$ cat src/rtl/lif_if.sv
// Stimulus/threshold inputs and per-channel observation outputs of the LIF array.
// The master modport drives the stimulus side; the slave modport is the array itself.
interface lif_if #(
  parameter int WIDTH = 8,
  parameter int N_CH  = 4
);
  localparam int CW = (N_CH > 1) ? $clog2(N_CH) : 1;

  logic             en;
  logic [WIDTH-1:0] stim_in;
  logic             thr_we;
  logic [WIDTH-1:0] thr_in;
  logic [CW-1:0]    ch_sel;
  logic [WIDTH-1:0] state_out;
  logic [N_CH-1:0]  spike;
  logic             frame_done;

  modport master (
    output en, stim_in, thr_we, thr_in,
    input  ch_sel, state_out, spike, frame_done
  );

  modport slave (
    input  en, stim_in, thr_we, thr_in,
    output ch_sel, state_out, spike, frame_done
  );
endinterface

$ cat src/rtl/lif_array.sv
// Round-robin leaky integrate-and-fire array: one shared datapath, one channel per enabled clock.
// Optional refractory hold per channel is built when LIF_REFRACTORY_EN is defined.
module lif_array #(
  parameter int WIDTH      = 8,
  parameter int N_CH       = 4,
  parameter int LEAK_SHIFT = 3,
  parameter int THRESH_RST = 50,
  parameter int REFRAC     = 2
) (
  input  logic clk,
  input  logic rst_n,
  lif_if.slave bus
);
  localparam int CW  = (N_CH > 1) ? $clog2(N_CH) : 1;
  localparam logic [CW-1:0] LAST = CW'(N_CH - 1);

  if (N_CH < 2 || REFRAC < 0) begin : g_bad_cfg
    $error("lif_array: N_CH must be >= 2 and REFRAC non-negative");
  end

  logic [CW-1:0]    ch;
  logic [WIDTH-1:0] v [N_CH];
  logic [WIDTH-1:0] thr;
  logic [WIDTH-1:0] cur;
  logic [WIDTH-1:0] nxt;
  logic [WIDTH:0]   sum;
  logic [N_CH-1:0]  spike_q;
  logic             fd;
  logic             refr;
  logic             fire;

  assign cur = v[ch];

  // cur - (cur >> LEAK_SHIFT) cannot go negative, so the extra bit only catches overflow
  always_comb begin
    sum = {1'b0, cur} - {1'b0, (cur >> LEAK_SHIFT)} + {1'b0, bus.stim_in};
    nxt = sum[WIDTH] ? {WIDTH{1'b1}} : sum[WIDTH-1:0];
  end

`ifdef LIF_REFRACTORY_EN
  localparam int RCW = (REFRAC < 1) ? 1 : $clog2(REFRAC + 1);
  logic [RCW-1:0] rc [N_CH];

  assign refr = (rc[ch] != '0);

  always_ff @(posedge clk or negedge rst_n) begin
    if (!rst_n) begin
      for (int i = 0; i < N_CH; i++) rc[i] <= '0;
    end else if (bus.en) begin
      if (refr)      rc[ch] <= rc[ch] - 1'b1;
      else if (fire) rc[ch] <= RCW'(REFRAC);
    end
  end
`else
  assign refr = 1'b0;
`endif

  // thr here is the pre-write value, so a same-edge threshold write only affects later visits
  assign fire = !refr && (nxt >= thr);

  always_ff @(posedge clk or negedge rst_n) begin
    if (!rst_n) begin
      for (int i = 0; i < N_CH; i++) v[i] <= '0;
      thr     <= WIDTH'(THRESH_RST);
      ch      <= '0;
      spike_q <= '0;
      fd      <= 1'b0;
    end else begin
      if (bus.thr_we) thr <= bus.thr_in;
      fd <= bus.en && (ch == LAST);
      if (bus.en) begin
        ch          <= (ch == LAST) ? '0 : ch + 1'b1;
        spike_q[ch] <= fire;
        v[ch]       <= (fire || refr) ? '0 : nxt;
      end
    end
  end

  assign bus.ch_sel     = ch;
  assign bus.state_out  = cur;
  assign bus.spike      = spike_q;
  assign bus.frame_done = fd;
endmodule

$ cat src/flat_wrapper.sv
// flat-port wrapper written by rule: the top's interface ports become plain ports
module lif_array_flat 
#(
  parameter int WIDTH      = 8,
  parameter int N_CH       = 4,
  parameter int LEAK_SHIFT = 3,
  parameter int THRESH_RST = 50,
  parameter int REFRAC     = 2
)
  (clk, rst_n, bus_en, bus_stim_in, bus_thr_we, bus_thr_in, bus_ch_sel, bus_state_out, bus_spike, bus_frame_done);
  lif_if #(.WIDTH(WIDTH), .N_CH(N_CH)) bus_i ();
  input  logic clk;
  input  logic rst_n;
  input wire logic [$bits(bus_i.en)-1:0] bus_en;
  input wire logic [$bits(bus_i.stim_in)-1:0] bus_stim_in;
  input wire logic [$bits(bus_i.thr_we)-1:0] bus_thr_we;
  input wire logic [$bits(bus_i.thr_in)-1:0] bus_thr_in;
  output wire logic [$bits(bus_i.ch_sel)-1:0] bus_ch_sel;
  output wire logic [$bits(bus_i.state_out)-1:0] bus_state_out;
  output wire logic [$bits(bus_i.spike)-1:0] bus_spike;
  output wire logic [$bits(bus_i.frame_done)-1:0] bus_frame_done;
  assign bus_i.en = bus_en;
  assign bus_i.stim_in = bus_stim_in;
  assign bus_i.thr_we = bus_thr_we;
  assign bus_i.thr_in = bus_thr_in;
  assign bus_ch_sel = bus_i.ch_sel;
  assign bus_state_out = bus_i.state_out;
  assign bus_spike = bus_i.spike;
  assign bus_frame_done = bus_i.frame_done;
  lif_array #(.WIDTH(WIDTH), .N_CH(N_CH), .LEAK_SHIFT(LEAK_SHIFT), .THRESH_RST(THRESH_RST), .REFRAC(REFRAC)) u_core (.clk(clk), .rst_n(rst_n), .bus(bus_i));
endmodule
$ cat config.mk
export PLATFORM = sky130hd
export DESIGN_NAME = lif_array_flat
export DESIGN_NICKNAME = d
export VERILOG_FILES = /design/src/rtl/lif_if.sv /design/src/rtl/lif_array.sv /design/src/flat_wrapper.sv
export SDC_FILE = /design/constraint.sdc
export NUM_CORES = 1
export LEC_CHECK = 0
export ABC_CLOCK_PERIOD_IN_PS = 9050
export CAP_MARGIN = 20
export CORE_ASPECT_RATIO = 1.5
export CORE_MARGIN = 2
export CORE_UTILIZATION = 35
export CTS_CLUSTER_DIAMETER = 150
export DETAILED_ROUTE_END_ITERATION = 8
export PLACE_DENSITY_LB_ADDON = 0.1
export SKIP_CTS_REPAIR_TIMING = 1
export SYNTH_ARGS = -nofsm -noshare
export SYNTH_HDL_FRONTEND = slang
export SYNTH_SLANG_ARGS = --single-unit
export TNS_END_PERCENT = 5
$ cat constraint.sdc
create_clock -name clk -period 9.05 [get_ports clk]
set_input_delay 1.3575 -clock clk [delete_from_list [all_inputs] [get_ports clk]]
set_output_delay 1.3575 -clock clk [all_outputs]
set_load 0.03 [all_outputs]
==> report_table.html, run 1 <==
<table>
<tr><th>Metric</th><th>Value</th></tr>
<tr><th colspan="2">Finish</th></tr>
<tr><td>Share of cells above drive strength 1</td><td>0.101</td></tr>
<tr><td>Area taken by multi-input logic gates</td><td>1510 µm²</td></tr>
<tr><td>Commonest non-fill, non-tap cells in the layout</td><td>dfrtp_1 (44), inv_1 (43), clkdlybuf4s50_1 (33)</td></tr>
<tr><td>Sequential cell area</td><td>1180 µm²</td></tr>
<tr><td>Signed area change from the synthesized netlist to the final layout</td><td>22.1%</td></tr>
<tr><td>Diode insertion count for antenna repair</td><td>0</td></tr>
<tr><td>Commonest non-fill, non-tap cell in the layout</td><td>dfrtp_1</td></tr>
<tr><td>Net count reported at finish</td><td>354</td></tr>
<tr><td>Post-Layout Cell Count</td><td>411</td></tr>
<tr><td>Filler cells</td><td>790</td></tr>
<tr><th colspan="2">Global route</th></tr>
<tr><td>Pin count of the biggest net entering global routing</td><td>48</td></tr>
<tr><td>Global-route wire length before repair</td><td>11.2 mm</td></tr>
<tr><td>Global route total overflow</td><td>0</td></tr>
<tr><td>Initial antenna violation count</td><td>0</td></tr>
<tr><td>GRT Resource Usage Total</td><td>0.164</td></tr>
<tr><td>Number of global-route vias before repair</td><td>around 2100</td></tr>
<tr><th colspan="2">Clock network</th></tr>
<tr><td>CTS sink cnt</td><td>47</td></tr>
<tr><td>Clock tree from TritonCTS</td><td>built</td></tr>
<tr><td>Clock transition at the registers of the reported paths</td><td>about 0.07 ns</td></tr>
<tr><td>Root buffer cell</td><td>clkbuf_16</td></tr>
<tr><td>Insertion delay to the later sink of the worst-skew pair</td><td>between 0.2 and 0.3 ns</td></tr>
<tr><td>Number of buffers on the longest clock path</td><td>2</td></tr>
<tr><td>Number of H-tree levels</td><td>2</td></tr>
<tr><td>Inserted Clock Buffers</td><td>5</td></tr>
<tr><th colspan="2">Worst setup path</th></tr>
<tr><td>FF-to-FF End</td><td>u_core.v[30]$_DFFE_PN0P_</td></tr>
<tr><td>Reg2Reg Setup Slack</td><td>3.91 ns</td></tr>
<tr><td>Arrival time of data at the critical path endpoint</td><td>5.46 ns</td></tr>
<tr><td>Required time reported for the critical path endpoint</td><td>9.28 ns</td></tr>
<tr><td>Critical path peak fanout</td><td>8</td></tr>
<tr><td>Source of the worst register-to-register timing path</td><td>u_core.bus.ch_sel[0]$_DFFE_PN0P_</td></tr>
<tr><td>Startpoint types</td><td>input pin</td></tr>
<tr><td>Critical Path End Type</td><td>flip-flop</td></tr>
<tr><td>Kind of critical path</td><td>input pin to flip-flop</td></tr>
<tr><td>Length in cells of the worst reg-to-reg path</td><td>12</td></tr>
<tr><th colspan="2">STA</th></tr>
<tr><td>Upper clock frequency limit</td><td>191 MHz</td></tr>
<tr><td>Final Skew</td><td>0.00515 ns</td></tr>
<tr><td>Worst-Margin Slew</td><td>~0.67 ns</td></tr>
<tr><td>Slew margin rel.</td><td>0.552</td></tr>
<tr><td>Final setup TNS</td><td>0 ns</td></tr>
<tr><td>Clock period minus final worst setup slack</td><td>5.23 ns</td></tr>
<tr><td>Slew Limit Fails</td><td>0</td></tr>
<tr><td>Unrepaired setup endpoints after global routing</td><td>false</td></tr>
<tr><td>Final worst slack</td><td>3.82 ns</td></tr>
<tr><td>Post-route worst hold slack</td><td>0.478 ns</td></tr>
<tr><td>Period utilisation layout</td><td>0.578</td></tr>
<tr><td>Hold Fails Final Rpt</td><td>0</td></tr>
<tr><td>Endpoints failing setup</td><td>0</td></tr>
<tr><th colspan="2">Synthesis</th></tr>
<tr><td>Post-synth cell types</td><td>40</td></tr>
<tr><td>Sequential-to-total area share from yosys stat</td><td>0.408</td></tr>
<tr><td>Share of async-settable or async-resettable flops after synthesis</td><td>1.00</td></tr>
<tr><td>Dominant cells by area after synthesis</td><td>dfrtp_1 (38%), ha_1 (10%), a22o_1 (7.3%)</td></tr>
<tr><td>Share of the synthesized area in the top cell type</td><td>0.381</td></tr>
<tr><td>Post-synth top flop</td><td>dfrtp_1</td></tr>
<tr><td>Warning count from the yosys run</td><td>0</td></tr>
<tr><td>Post-synthesis instance area</td><td>2890 µm²</td></tr>
<tr><td>Synthesized instance count</td><td>273</td></tr>
<tr><td>Register bit total from synthesis</td><td>47</td></tr>
<tr><td>Number of synthesized flops with an enable pin</td><td>0</td></tr>
<tr><td>Post-Synthesis Net Count</td><td>322</td></tr>
<tr><td>Average instance area after synthesis</td><td>roughly 11 µm²</td></tr>
<tr><td>Most area-hungry cell type in the Yosys netlist</td><td>dfrtp_1</td></tr>
<tr><th colspan="2">Drt</th></tr>
<tr><td>Routed wirelength normalized by instance count</td><td>~17 µm</td></tr>
<tr><td>DR pass1 iterations</td><td>4</td></tr>
<tr><td>Routed vias/inst</td><td>just over 5</td></tr>
<tr><td>Remaining DRCs</td><td>0</td></tr>
<tr><td>Count of antenna-violating nets left after detailed routing</td><td>0</td></tr>
<tr><td>Detailed Route WL</td><td>6.82 mm</td></tr>
<tr><td>Via total after detailed routing</td><td>roughly 2100</td></tr>
<tr><td>Count of routing violations after the opening detailed-route iteration</td><td>40</td></tr>
<tr><th colspan="2">Die</th></tr>
<tr><td>Num ports</td><td>35</td></tr>
<tr><td>Die width</td><td>78.2 µm</td></tr>
<tr><td>Die boundary height</td><td>115 µm</td></tr>
<tr><td>Initial core utilization</td><td>0.361</td></tr>
<tr><td>Number of core rows</td><td>40</td></tr>
<tr><td>Placeable core area</td><td>about 8000 µm²</td></tr>
<tr><td>Area of the die</td><td>9010 µm²</td></tr>
<tr><th colspan="2">Min path</th></tr>
<tr><td>Class of the most critical hold timing path</td><td>flip-flop to flip-flop</td></tr>
<tr><td>End point of the worst hold path</td><td>u_core.v[27]$_DFFE_PN0P_</td></tr>
<tr><td>Min-Delay Path Depth</td><td>2</td></tr>
<tr><td>HP Start</td><td>u_core.v[27]$_DFFE_PN0P_</td></tr>
<tr><th colspan="2">Placed design</th></tr>
<tr><td>Final HPWL from detailed placement</td><td>between 5 and 6 mm</td></tr>
<tr><td>Placed Instances</td><td>402</td></tr>
<tr><td>Gpl congestion</td><td>about 0.86</td></tr>
<tr><td>Count of buffers from port buffering</td><td>34</td></tr>
<tr><td>Post-Place Worst Slack</td><td>3.50 ns</td></tr>
<tr><th colspan="2">Outcome</th></tr>
<tr><td>Outcome</td><td>finished clean</td></tr>
<tr><th colspan="2">Run</th></tr>
<tr><td>Maximum capacitance violations</td><td>0</td></tr>
</table>
[worst max path at each step]
stage	cells after the start	end	startpoint	slack, ns
6_report	13	u_core.v[30]$_DFFE_PN0P_	bus_stim_in[1]	3.82
5_1_grt	13	u_core.v[25]$_DFFE_PN0P_	bus_stim_in[1]	3.53
4_1_cts	13	u_core.v[30]$_DFFE_PN0P_	bus_stim_in[1]	3.81
3_5_place_dp	13	u_core.v[25]$_DFFE_PN0P_	bus_stim_in[1]	3.50
3_3_place_gp	13	u_core.v[28]$_DFFE_PN0P_	bus_stim_in[1]	3.57
2_1_floorplan	14	u_core.v[17]$_DFFE_PN0P_	u_core.bus.ch_sel[0]$_DFFE_PN0P_	4.31
[critical path, cell delays in order]
cell and delay, ns:
clkdlybuf4s50_1 0.46, inv_1 0.05, fa_1 0.48, fa_1 0.45, nor2b_1 0.30, o31a_1 0.28, o32ai_4 0.19, o22ai_2 0.32
ha_1 0.31, a21o_1 0.19, a21oi_1 0.42, and4_1 0.47, a22o_1 0.19
[layout make-up]
cell class / count / share of cell area
Inverter: 43 / 0.0458
Sequential cell: 47 / 0.335
Clock inverter: 3 / 0.0192
Timing Repair Buffer: 35 / 0.101
Multi-Input combinational cell: 173 / 0.427
Tap cell: 105 / 0.0372
Clock buffer: 5 / 0.0355
[flip-flops by register name, summed over array words and instances, names as in the netlist]
signal	flops
u_core.v	32
u_core.thr	8
u_core.bus.spike	4
u_core.bus.ch_sel	2
u_core.bus.frame_done	1
[per-stage QoR]
step | cell area [µm²] | util
floorplan | 2890 | -
global placement | 3310 | 0.414
detailed placement | 3310 | 0.414
CTS | 3510 | 0.438
global route | 3530 | 0.440
finish | 3530 | 0.440
[cell usage after synthesis (all sizes together) (2+ instances only)]
cell type,instances
a211oi,4
a21o,4
a21oi,5
a22o,24
and2,4
and4,4
buf,7
clkbuf,3
dfrtp,44
dfstp,3
fa,5
ha,24
inv,43
mux4,8
nand2,27
nand4,5
nor2,4
nor2b,4
nor3,2
o211a,2
o21a,6
o21ai,22
o22ai,5
[logic make-up after synthesis]
kind of cell | synth area share
AO/OA/AOI/OAI | 0.223
AND/OR/NAND/NOR | 0.0931
buffers and inverters | 0.0702
flip-flops | 0.408
adder cells (fa/ha/maj) | 0.139
multiplexers | 0.0663
[per-layer routing]
layer  share of wire  GRT usage
met1            0.41      0.188
met3           0.026     0.0306
met4           0.025     0.0702
met5               0          0
met2            0.54      0.299
Power of run 1 is left out: the tool's default activity adds up to more than one toggle a clock period on the data nets, which glitch-free logic cannot reach.
==> run 2: changes to the inputs <==
- ABC_CLOCK_PERIOD_IN_PS: 9050 -> 5100
- clock period: 9.05 -> 5.1 ns (I/O delays scaled with it)
==> run 2 against run 1 <==
Worst hold slack worse by 0.15 ns. Sequential share of layout area down 0.29 points. Design area is 0.89% higher. Setup slack lost 3.4 ns. Critical path type is now flip-flop to flip-flop.
==> report_table.html, run 2 (synthesized netlist as in run 1, its figures left out) <==
<table>
<tr><th>Metric</th><th>Value</th></tr>
<tr><th colspan="2">Die</th></tr>
<tr><td>Die boundary height</td><td>115 µm (unchanged)</td></tr>
<tr><td>Die width</td><td>78.2 µm (unchanged)</td></tr>
<tr><td>Num ports</td><td>35 (unchanged)</td></tr>
<tr><td>Initial core utilization</td><td>0.361 (unchanged)</td></tr>
<tr><td>Placeable core area</td><td>8010 µm² (unchanged)</td></tr>
<tr><td>Number of core rows</td><td>40 (unchanged)</td></tr>
<tr><td>Area of the die</td><td>9010 µm² (unchanged)</td></tr>
<tr><th colspan="2">Finish</th></tr>
<tr><td>Share of cells above drive strength 1</td><td>0.116 (+0.0144)</td></tr>
<tr><td>Commonest non-fill, non-tap cells in the layout</td><td>dfrtp_1 (44), inv_1 (43), clkdlybuf4s50_1 (33)</td></tr>
<tr><td>Signed area change from the synthesized netlist to the final layout</td><td>23.2%</td></tr>
<tr><td>Sequential cell area</td><td>1180 µm² (unchanged)</td></tr>
<tr><td>Filler cells</td><td>821 (+3.9%)</td></tr>
<tr><td>Net count reported at finish</td><td>359 (+1.4%)</td></tr>
<tr><td>Largest register FFs</td><td>32 (unchanged)</td></tr>
<tr><td>Register name with the most flops</td><td>u_core.v</td></tr>
<tr><td>Area taken by multi-input logic gates</td><td>1510 µm² (unchanged)</td></tr>
<tr><td>Diode insertion count for antenna repair</td><td>0 (unchanged)</td></tr>
<tr><td>Commonest non-fill, non-tap cell in the layout</td><td>dfrtp_1</td></tr>
<tr><th colspan="2">Global route</th></tr>
<tr><td>GRT Resource Usage Total</td><td>0.169 (+0.00517)</td></tr>
<tr><td>GR peak layer</td><td>met2</td></tr>
<tr><td>Global route total overflow</td><td>0 (unchanged)</td></tr>
<tr><td>GR Util met3</td><td>0.0235 (-0.00706)</td></tr>
<tr><td>Met1 track demand over resource</td><td>0.191 (+0.00369)</td></tr>
<tr><td>Pin count of the biggest net entering global routing</td><td>48 (unchanged)</td></tr>
<tr><td>Initial antenna violation count</td><td>0 (unchanged)</td></tr>
<tr><td>Met2 layer usage reported by global route</td><td>0.312 (+0.0132)</td></tr>
<tr><td>Global-route wire length before repair</td><td>11.5 mm (+3.0%)</td></tr>
<tr><td>Number of global-route vias before repair</td><td>2225 (+3.8%)</td></tr>
<tr><th colspan="2">Clock network</th></tr>
<tr><td>Clock tree from TritonCTS</td><td>built</td></tr>
<tr><td>Insertion delay to the later sink of the worst-skew pair</td><td>0.29 ns (about the same)</td></tr>
<tr><td>Inserted Clock Buffers</td><td>5 (unchanged)</td></tr>
<tr><td>Number of buffers on the longest clock path</td><td>2 (unchanged)</td></tr>
<tr><td>Root buffer cell</td><td>clkbuf_16</td></tr>
<tr><td>CTS sink cnt</td><td>47 (unchanged)</td></tr>
<tr><td>Number of H-tree levels</td><td>2 (unchanged)</td></tr>
<tr><td>Clock transition at the registers of the reported paths</td><td>0.07 ns (about the same)</td></tr>
<tr><th colspan="2">STA</th></tr>
<tr><td>Final setup TNS</td><td>0 ns (unchanged)</td></tr>
<tr><td>Endpoints failing setup</td><td>0 (unchanged)</td></tr>
<tr><td>Clock period minus final worst setup slack</td><td>4.69 ns</td></tr>
<tr><td>Worst-Margin Slew</td><td>0.537 ns (-0.135 ns)</td></tr>
<tr><td>Final Skew</td><td>0.00850 ns (+0.00335 ns)</td></tr>
<tr><td>Hold Fails Final Rpt</td><td>0 (unchanged)</td></tr>
<tr><td>Slew Limit Fails</td><td>0 (unchanged)</td></tr>
<tr><td>Unrepaired setup endpoints after global routing</td><td>false</td></tr>
<tr><td>Period utilisation layout</td><td>0.920</td></tr>
<tr><td>Upper clock frequency limit</td><td>about 210 MHz</td></tr>
<tr><td>Slew margin rel.</td><td>0.642 (+0.0901)</td></tr>
<tr><th colspan="2">Drt</th></tr>
<tr><td>Count of routing violations after the opening detailed-route iteration</td><td>37 (-7.5%)</td></tr>
<tr><td>Routed vias/inst</td><td>5.20 (+1.3%)</td></tr>
<tr><td>Count of antenna-violating nets left after detailed routing</td><td>0 (unchanged)</td></tr>
<tr><td>Via total after detailed routing</td><td>2162 (+2.6%)</td></tr>
<tr><td>Routed wirelength normalized by instance count</td><td>16.4 µm (-1.0%)</td></tr>
<tr><td>Remaining DRCs</td><td>0 (unchanged)</td></tr>
<tr><td>DR pass1 iterations</td><td>4 (unchanged)</td></tr>
<tr><td>Detailed Route WL</td><td>6.83 mm (+0.18%)</td></tr>
<tr><th colspan="2">Run</th></tr>
<tr><td>Maximum capacitance violations</td><td>0 (unchanged)</td></tr>
<tr><th colspan="2">Worst setup path</th></tr>
<tr><td>CP Capture Point</td><td>u_core.v[29]$_DFFE_PN0P_</td></tr>
<tr><td>FF-to-FF End</td><td>u_core.v[29]$_DFFE_PN0P_</td></tr>
<tr><td>Critical Path End Type</td><td>flip-flop</td></tr>
<tr><td>Required time reported for the critical path endpoint</td><td>5.33 ns (-3.95 ns)</td></tr>
<tr><td>Kind of critical path</td><td>flip-flop to flip-flop</td></tr>
<tr><td>Arrival time of data at the critical path endpoint</td><td>4.92 ns (-0.54 ns)</td></tr>
<tr><td>Critical path peak fanout</td><td>8 (unchanged)</td></tr>
<tr><td>Critical Path Source</td><td>u_core.bus.ch_sel[0]$_DFFE_PN0P_</td></tr>
<tr><td>Source of the worst register-to-register timing path</td><td>u_core.bus.ch_sel[0]$_DFFE_PN0P_</td></tr>
<tr><td>Startpoint types</td><td>flip-flop</td></tr>
<tr><td>Length in cells of the worst reg-to-reg path</td><td>14 (+2)</td></tr>
<tr><td>Reg2Reg Setup Slack</td><td>0.41 ns (-3.50 ns)</td></tr>
<tr><th colspan="2">Outcome</th></tr>
<tr><td>Outcome</td><td>finished clean</td></tr>
<tr><th colspan="2">Placed design</th></tr>
<tr><td>Gpl congestion</td><td>0.869 (+1.2%)</td></tr>
<tr><td>Final HPWL from detailed placement</td><td>5.47 mm (+1.7%)</td></tr>
<tr><td>Count of buffers from port buffering</td><td>34 (unchanged)</td></tr>
<tr><th colspan="2">Min path</th></tr>
<tr><td>Class of the most critical hold timing path</td><td>input pin to asynchronous set/reset pin</td></tr>
</table>
[run 2: cell types whose count changed in the layout (fill, tap and decap cells not counted), sizes merged]
cell / previous run / this run
clkinv: 0 / 1
clkbuf: 5 / 6
bufinv: 2 / 1
clkinvlp: 1 / 0
buf: 2 / 7
[run 2: cell type report]
type	count	area share
Multi-Input combinational cell	173	0.423
Sequential cell	47	0.332
Timing Repair Buffer	40	0.114
Inverter	43	0.0454
Clock buffer	6	0.0390
Tap cell	105	0.0369
Clock inverter	2	0.00985
[run 2: per-stage QoR]
| stage | utilization | hold WS [ns] | setup WS (ns) | instance area, µm² | std cells |
|---|---|---|---|---|---|
| after floorplan | - | 0.445 | 0.360 | 2890 | 273 |
| after global placement | 0.420 | 0.460 | 0.384 | 3360 | 407 |
| after detailed placement | 0.420 | 0.471 | 0.347 | 3360 | 407 |
| after CTS | 0.442 | 0.489 | 0.346 | 3540 | 415 |
| after global routing | 0.444 | 0.341 | 0.0188 | 3560 | 416 |
| final | 0.444 | 0.327 | 0.408 | 3560 | 416 |
[run 2: critical path: stages, from the launching register on]
cell and delay, ns:
dfrtp_1 0.47, buf_12 0.18, mux4_2 0.57, fa_1 0.52, fa_1 0.44, nor2b_1 0.29
o31a_1 0.29, o32ai_4 0.20, o22ai_2 0.31, ha_1 0.30, a21o_1 0.19, a21oi_1 0.14
buf_4 0.16, and4_1 0.37, a22o_1 0.19
[run 2: routing by layer]
layer | part of all wire | routed length [µm]
met1 | 0.41 | 2770
met2 | 0.54 | 3660
met3 | 0.026 | 175
met4 | 0.031 | 213
met5 | 0 | 0
[run 2: how the worst min path moves through the flow]
stage / from / endpoint / slack (ns) / depth (start not counted)
3_5_place_dp: u_core.v[16]$_DFFE_PN0P_ / u_core.v[16]$_DFFE_PN0P_ / 0.47 / 2
2_1_floorplan: u_core.v[11]$_DFFE_PN0P_ / u_core.v[11]$_DFFE_PN0P_ / 0.44 / 2
5_1_grt: rst_n / u_core.v[17]$_DFFE_PN0P_ / 0.34 / 1
6_report: rst_n / u_core.v[17]$_DFFE_PN0P_ / 0.33 / 1
4_1_cts: u_core.v[27]$_DFFE_PN0P_ / u_core.v[27]$_DFFE_PN0P_ / 0.49 / 2
3_3_place_gp: u_core.v[16]$_DFFE_PN0P_ / u_core.v[16]$_DFFE_PN0P_ / 0.46 / 2
Power of run 2 is left out for the same reason.
